===== src/rtl/add_sequencer.sv =====
`timescale 1ns/1ps
// add_sequencer: multi-cycle add/subtract controller. A WIDTH-bit request is
// accepted through valid/ready, folded through one SLICE-bit ripple adder over
// N = WIDTH/SLICE cycles (LSB slice first), and held with carry, zero and
// signed-overflow flags until the consumer takes it.
module add_sequencer #(
  parameter int WIDTH = 32,
  parameter int SLICE = 8
) (
  input  logic             clk,
  input  logic             rst_n,
  input  logic             in_valid,
  output logic             in_ready,
  input  logic [WIDTH-1:0] a,
  input  logic [WIDTH-1:0] b,
  input  logic [1:0]       op,
  input  logic             cin,
  output logic             out_valid,
  input  logic             out_ready,
  output logic [WIDTH-1:0] res,
  output logic             cout,
  output logic             zero,
  output logic             ovf,
  output logic             busy
);

  localparam int N   = WIDTH / SLICE;
  localparam int CW  = (N > 1) ? $clog2(N) : 1;
  localparam int MSB = WIDTH - 1;
  localparam logic [CW-1:0] LAST = CW'(N - 1);

  // A width that does not split into whole slices cannot be sequenced.
  if ((WIDTH % SLICE) != 0) begin : g_bad_params
    $error("add_sequencer: WIDTH (%0d) must be a multiple of SLICE (%0d)", WIDTH, SLICE);
  end

  typedef enum logic [1:0] {IDLE, RUN, DONE} state_t;
  typedef enum logic [1:0] {OP_ADD = 2'b00, OP_ADC = 2'b01, OP_SUB = 2'b10, OP_SBB = 2'b11} op_t;

  state_t           state_q, state_d;
  logic [CW-1:0]    cnt_q, cnt_d;
  logic             carry_q, carry_d;
  logic [WIDTH-1:0] a_q, a_d;
  logic [WIDTH-1:0] b_q, b_d;     // effective B (already inverted for SUB/SBB)
  logic [WIDTH-1:0] res_q, res_d;
  logic             cout_q, cout_d;
  logic             ovf_q, ovf_d;

  logic [SLICE-1:0] a_slice, b_slice;
  logic [SLICE:0]   slice_sum;

  // The single adder slice: operand slice selected by the counter plus the carry register.
  always_comb begin
    a_slice   = a_q[int'(cnt_q) * SLICE +: SLICE];
    b_slice   = b_q[int'(cnt_q) * SLICE +: SLICE];
    slice_sum = {1'b0, a_slice} + {1'b0, b_slice} + {{SLICE{1'b0}}, carry_q};
  end

  // Next-state and datapath update for the IDLE -> RUN -> DONE sequence.
  always_comb begin
    // NOTE: every _d gets its hold value first so no path through the case leaves it unassigned (no latch).
    state_d = state_q;
    cnt_d   = cnt_q;
    carry_d = carry_q;
    a_d     = a_q;
    b_d     = b_q;
    res_d   = res_q;
    cout_d  = cout_q;
    ovf_d   = ovf_q;
    unique case (state_q)
      IDLE: begin
        if (in_valid) begin
          a_d     = a;
          b_d     = op[1] ? ~b : b;
          cnt_d   = '0;
          state_d = RUN;
          unique case (op_t'(op))
            OP_ADD:  carry_d = 1'b0;
            OP_ADC:  carry_d = cin;
            OP_SUB:  carry_d = 1'b1;
            OP_SBB:  carry_d = ~cin;
            default: carry_d = 1'b0;
          endcase
        end
      end
      RUN: begin
        res_d[int'(cnt_q) * SLICE +: SLICE] = slice_sum[SLICE-1:0];
        carry_d = slice_sum[SLICE];
        if (cnt_q == LAST) begin
          // slice_sum[SLICE-1] is the MSB of the finished result on the last slice.
          cout_d  = slice_sum[SLICE];
          ovf_d   = (a_q[MSB] == b_q[MSB]) && (slice_sum[SLICE-1] != a_q[MSB]);
          state_d = DONE;
        end else begin
          cnt_d = cnt_q + CW'(1);
        end
      end
      DONE: begin
        if (out_ready) state_d = IDLE;
      end
      default: state_d = IDLE;
    endcase
  end

  // State and datapath registers with synchronous active-low reset.
  always_ff @(posedge clk) begin
    // NOTE: registers use non-blocking assignments so every flop samples pre-edge values.
    if (!rst_n) begin
      state_q <= IDLE;
      cnt_q   <= '0;
      carry_q <= 1'b0;
      a_q     <= '0;
      b_q     <= '0;
      res_q   <= '0;
      cout_q  <= 1'b0;
      ovf_q   <= 1'b0;
    end else begin
      state_q <= state_d;
      cnt_q   <= cnt_d;
      carry_q <= carry_d;
      a_q     <= a_d;
      b_q     <= b_d;
      res_q   <= res_d;
      cout_q  <= cout_d;
      ovf_q   <= ovf_d;
    end
  end

  assign in_ready  = (state_q == IDLE);
  assign out_valid = (state_q == DONE);
  assign busy      = (state_q != IDLE);
  assign res       = res_q;
  assign cout      = cout_q;
  assign ovf       = ovf_q;
  assign zero      = ~|res_q;

endmodule


===== config.mk =====
export PLATFORM = sky130hd
export DESIGN_NAME = add_sequencer
export DESIGN_NICKNAME = d
export VERILOG_FILES = /design/src/rtl/add_sequencer.sv
export SDC_FILE = /design/constraint.sdc
export NUM_CORES = 1
export LEC_CHECK = 0
export ABC_AREA = 0
export BUFFER_PORTS_ARGS = -buffer_cell sky130_fd_sc_hd__buf_2
export CAP_MARGIN = 15
export CORE_AREA = 5 5 125 103
export DETAILED_ROUTE_END_ITERATION = 10
export DIE_AREA = 0 0 130 108
export PLACE_DENSITY = 0.68
export SLEW_MARGIN = 10
export SYNTH_ARGS = -nofsm -noshare
export SYNTH_HDL_FRONTEND = slang
export SYNTH_SLANG_ARGS = --single-unit

===== constraint.sdc =====
create_clock -name clk -period 4.7 [get_ports clk]
set_clock_uncertainty 0.2 [all_clocks]
set_input_delay 0.235 -clock clk [delete_from_list [all_inputs] [get_ports clk]]
set_output_delay 0.235 -clock clk [all_outputs]
set_load 0.05 [all_outputs]

* After elaboration in Yosys (flattened, before gate mapping)
Cells that the tools add are included.
** Word-level totals
- Register bits after elaboration :: 103
- Output and inout port bits :: 38
- Logic and storage cells :: 54
- Input port bits :: 71
** Cells by class
- Bitwise operators :: 2
- Muxes and demuxes :: 12
- $add $sub $neg :: 4
- Eq/ne operators :: 12
- Shift operators :: 4
- Reduce and logical (&&, ||, !) cells :: 12
** Operator list (number)
- 32-bit by 6-bit variable part select with 8-bit output :: 2
- 5-bit negation with 33-bit output :: 1
- 8-bit by 33-bit variable shift with 32-bit output (first input constant) :: 1
- 8-bit by 33-bit variable part select with 32-bit output :: 1
- 32-bit bitwise mux :: 1
- 32-bit 2-to-1 mux :: 1
- 32-bit NOT :: 1
- 32-bit OR reduction :: 1
- 2-bit 2-to-1 mux :: 5
- 8-bit by 8-bit adder with 9-bit output :: 1
- 9-bit by 1-bit adder with 9-bit output :: 1
- 2-bit equality test (second input constant) :: 4
- 2-bit inequality test (second input constant) :: 3
- 2-bit one-hot mux with 3 select lines :: 1
- 2-bit AND reduction :: 3
- 3-bit AND reduction :: 2
- 2-bit by 1-bit equality test with 1-bit output (second input constant) :: 2
- 2-bit zero test :: 2
- 1-bit one-hot mux with 4 select lines :: 1
- 2-bit one-hot mux with 2 select lines :: 1
- 2-bit nonzero test :: 2
- 2-bit by 1-bit adder with 2-bit output (second input constant) :: 1
- 2-bit by 1-bit inequality test with 1-bit output (second input constant) :: 1
- 1-bit one-hot mux with 2 select lines :: 1
- other kinds (6) :: 6

* Longest topological paths before layout
- Depth after elaboration :: 5
- Gate-level depth with buffers :: 10
- Gate-level depth less buffers :: 8

* Worst setup path after synthesis
No wires, ideal clock.
- Path type :: register to register
- From :: register cnt_q[0]
- To :: register res_q[14] (netlist: res[14])
- Stages on the path, launching flop included :: 11
- Data arrival time :: 3287 ps
- Period minus slack after synthesis :: 3606 ps
- Required time :: 4381 ps
- Setup time :: 119 ps
- Slack :: 1094 ps
- Buffers on the path :: 2
- Cell sequence :: dfxtp_1 > buf_2 > buf_2 > mux4_2 > fa_1 > fa_1 > a211oi_1 > or4b_1 > o2111ai_1 > a22oi_1 > nor2b_1
** On the way
- Word-level cells in the longest chain between the ends :: 5
- Elaborated cells between the ends (all ways) :: 8
- Classes of those cells :: add/sub: 3; shift: 4; mux: 1
** RTL lines
- from (decl) :: RTL line 41 : logic [CW-1:0] cnt_q, cnt_d;
- from (signal assigned) :: RTL line 119 : cnt_q <= cnt_d;
- 32-bit by 6-bit variable part select with 8-bit output (on tied branches) :: RTL line 54, 55
- 8-bit by 8-bit adder with 9-bit output :: RTL line 56 : slice_sum = {1'b0, a_slice} + {1'b0, b_slice} + {{SLICE{1'b0}}, carry_q};
- 9-bit by 1-bit adder with 9-bit output :: RTL line 56
- 8-bit by 33-bit variable part select with 32-bit output :: RTL line 87 : res_d[int'(cnt_q) * SLICE +: SLICE] = slice_sum[SLICE-1:0];
- 32-bit bitwise mux * :: RTL line 87
- to (signal assigned) :: RTL line 123 : res_q <= res_d;
- to (decl) :: RTL line 45 : logic [WIDTH-1:0] res_q, res_d;
Mark *: on every way between the ends. The rest lies on a longest branch, timed or not.
A chain may end at the register's enable or synchronous reset.

* Final worst setup path
- From :: register cnt_q[1]
- To :: register res_q[22] (netlist: res[22])
Same word-level chain as after synthesis.

==> results.cfg <==
[clock_tree]
cts_tree = yes
clkLatencyLatePin_ns = 0.34
cts_made_buffers = 9
cts_root_buf = clkbuf_16
holdBufCountCts = 33
htreeDepth = 3
clkTransAtPathRegs_ns = 0.07
cts_setup_buffers = 0
post_cts_resized = 0
cts.sinks = 103
clk_path_buf_depth = 2

[sta]
final_max_slew_viol_count = 0
max_slew_margin = 0.330
setup_viol = 0
worstMarginPinSlew_ns = 1.00
period_minus_slack_ns = 3.58
tns_ns = 0
fin_crit_sh = 0.761
timing.fmax_mhz = 280
rsz0062_at_grt = no
hold_violations = 0

[logic_synthesis]
yosys_warnings = 0
yosys_most_used_dff = dfxtp_1
yosysMostFrequentCell = nand2_1
synth_enable_flop_cells = 0
syn_area_per_cell_um2 = 9.74
yosys.area.top_type = dfxtp_1
synth_top_area_frac = 0.409
synth-seq-cells = 103
synth_cell_types = 44
synth_commonest_cells = 106 x nand2_1, 103 x dfxtp_1, 34 x xnor2_1
synth_area_leaders = dfxtp_1 41%, nand2_1 7.9%, mux4_2 7.1%
synth-seq-area-share = 0.409
synth_area_um2 = 5040
synth_cells = 518
synthArstFlopShare = 0
synthesis.nets = 604

[cells_and_area]
nets = 725
fillCellCount = 1004
final_area_um2 = 6310
drive_gt1_frac = 0.236
n_antenna_cell = 0
fin_util = 0.555
area_delta_synth_final_pct = 25.2

[route]
postRouteAntennaNets = 0
num_vias = 4221
drt_iter0_markers = 349
wirelength_um = 12900
post_drt_wl_per_cell_um = 16.3
post_drt_via_cell_ratio = 5.33
drt_pass1_iterations = 5
drc_errors = 0

[power]
p_total_mw = 2.17
p_leak_nw = 2.87
peakVddDrop_uv = 174
p_per_area_nw_per_um2 = 343

[critical_path]
crit_cells = 9
startpoint_type = flip-flop
startpoint = cnt_q[1]
worstPathCellList = buf_4 -> mux4_2 -> fa_1 -> fa_1 -> a211oi_1 -> or4b_1 -> o2111ai_1 -> a22oi_1 -> nor2b_1
slowest_delay_ns = 0.65
r2r_end = res[22]
critPathTopFamily = adder cells
crit_slowest_cell = dfxtp_1
endpoint = res[22]
ff2ff_path_depth = 9
crit_top_cell = fa_1
rrSetupSlack_ns = 1.12
path_class = reg -> reg
cp_max_fo = 11
worstPathBufferInverterCount = 1
worstPathRequired_ns = 4.74
endpoint_kind = flip-flop
r2r-start = cnt_q[1]
cp.arrival_ns = 3.61

[global_route]
antenna_found_initial = 0
grt.total_usage = 0.190
grt_pass1_vias = 4108
grt_max_degree = 66
globalRoute.totalOverflow = 0
grt_pass1_wl_um = 21100

[die]
die_x_um = 130
start_util = 0.443
ios = 109
placementRows = 35
core_area_um2 = 11400
dieArea_um2 = 14000
dieHeight_um = 108

[placed_design]
dpl.hpwl_um = 9220
portBuffers = 108
place_area_um2 = 5640
place.gp.congestion = 0.887

[hold_path]
hold_path_class = in -> reg

[run_status]
outcome = finished clean

[run]
cap_violations = 0
-- cell usage in the layout (no fill, tap or decap), types with 4 or more instances in the layout --
cell type      count
a21boi_0          32
a21oi_1            7
a22oi_1           25
a32oi_1            4
buf_2            108
buf_4              4
clkbuf_16          9
dfxtp_1          103
dlygate4sd3_1     33
ha_1              13
inv_1              6
mux4_2            16
nand2_1          106
nand3_1            8
nor2_1             8
nor2b_1           32
nor4_1             8
o211a_1           32
o21ai_0            7
xnor2_1           34
-- routing by layer --
metal  routed length [um]  track usage  share of wire  up-vias
li1                     -            -              -     2080
met1                 5990        0.265           0.46     1966
met2                 5680        0.279           0.44      146
met3                  928       0.0514          0.072       29
met4                  323       0.0720          0.025        0
met5                    0            0              0        -
-- worst min path at each step --
| stage | from | endpoint | cells after the start |
|---|---|---|---|
| after floorplan | a[24] | a_q[24] | 2 |
| after global placement | a_q[10] | a_q[10] | 2 |
| after detailed placement | a_q[22] | a_q[22] | 2 |
| after CTS | b[11] | b_q[11] | 4 |
| after global routing | b[29] | b_q[29] | 4 |
| final | b[20] | b_q[20] | 4 |
-- where the power goes --
part / switching (mW) / internal, mW
registers: 0.0303 / 0.918
clock network: 0.321 / 0.511
logic: 0.221 / 0.166
-- flip-flops by register name, indices dropped and copies added (netlist names) --
register,count
a_q,32
b_q,32
carry_q,1
cnt_q,2
cout,1
ovf,1
res,32
state_q,2
-- cell type report --
cell class / instances / area (um2) / share of cell area
inverters: 6 / 22.5 / 0.00357
multi-input cells: 374 / 2800 / 0.444
repair buffers: 145 / 901 / 0.143
flip-flops and latches: 103 / 2060 / 0.327
clock inverters: 4 / 73.8 / 0.0117
well taps: 148 / 185 / 0.0293
clock buffers: 12 / 267 / 0.0422
-- metrics by stage --
stage / std cells / setup WS, ns / hold WS [ns]
global placement: 743 / 1.26 / 0.256
finish: 792 / 1.12 / 0.0393
detailed placement: 743 / 1.13 / 0.258
global route: 792 / 0.870 / 0.0456
floorplan: 518 / 1.09 / 0.180
CTS: 792 / 1.10 / 0.0345
-- worst min-delay path: stages --
cell and delay (ns):
buf_2 0.08, xnor2_1 0.05, nand2_1 0.06, o211a_1 0.13
-- logic make-up after synthesis --
family                     share of synthesized area
xor gates and xnor gates                      0.0643
adders and majority gates                     0.0402
DFF                                            0.409
and+or+nand+nor                                0.185
AOI/OAI and AO/OA                              0.191
muxes                                         0.0754
buffers and inverters                         0.0355
Power figures use the tool's default switching activity.
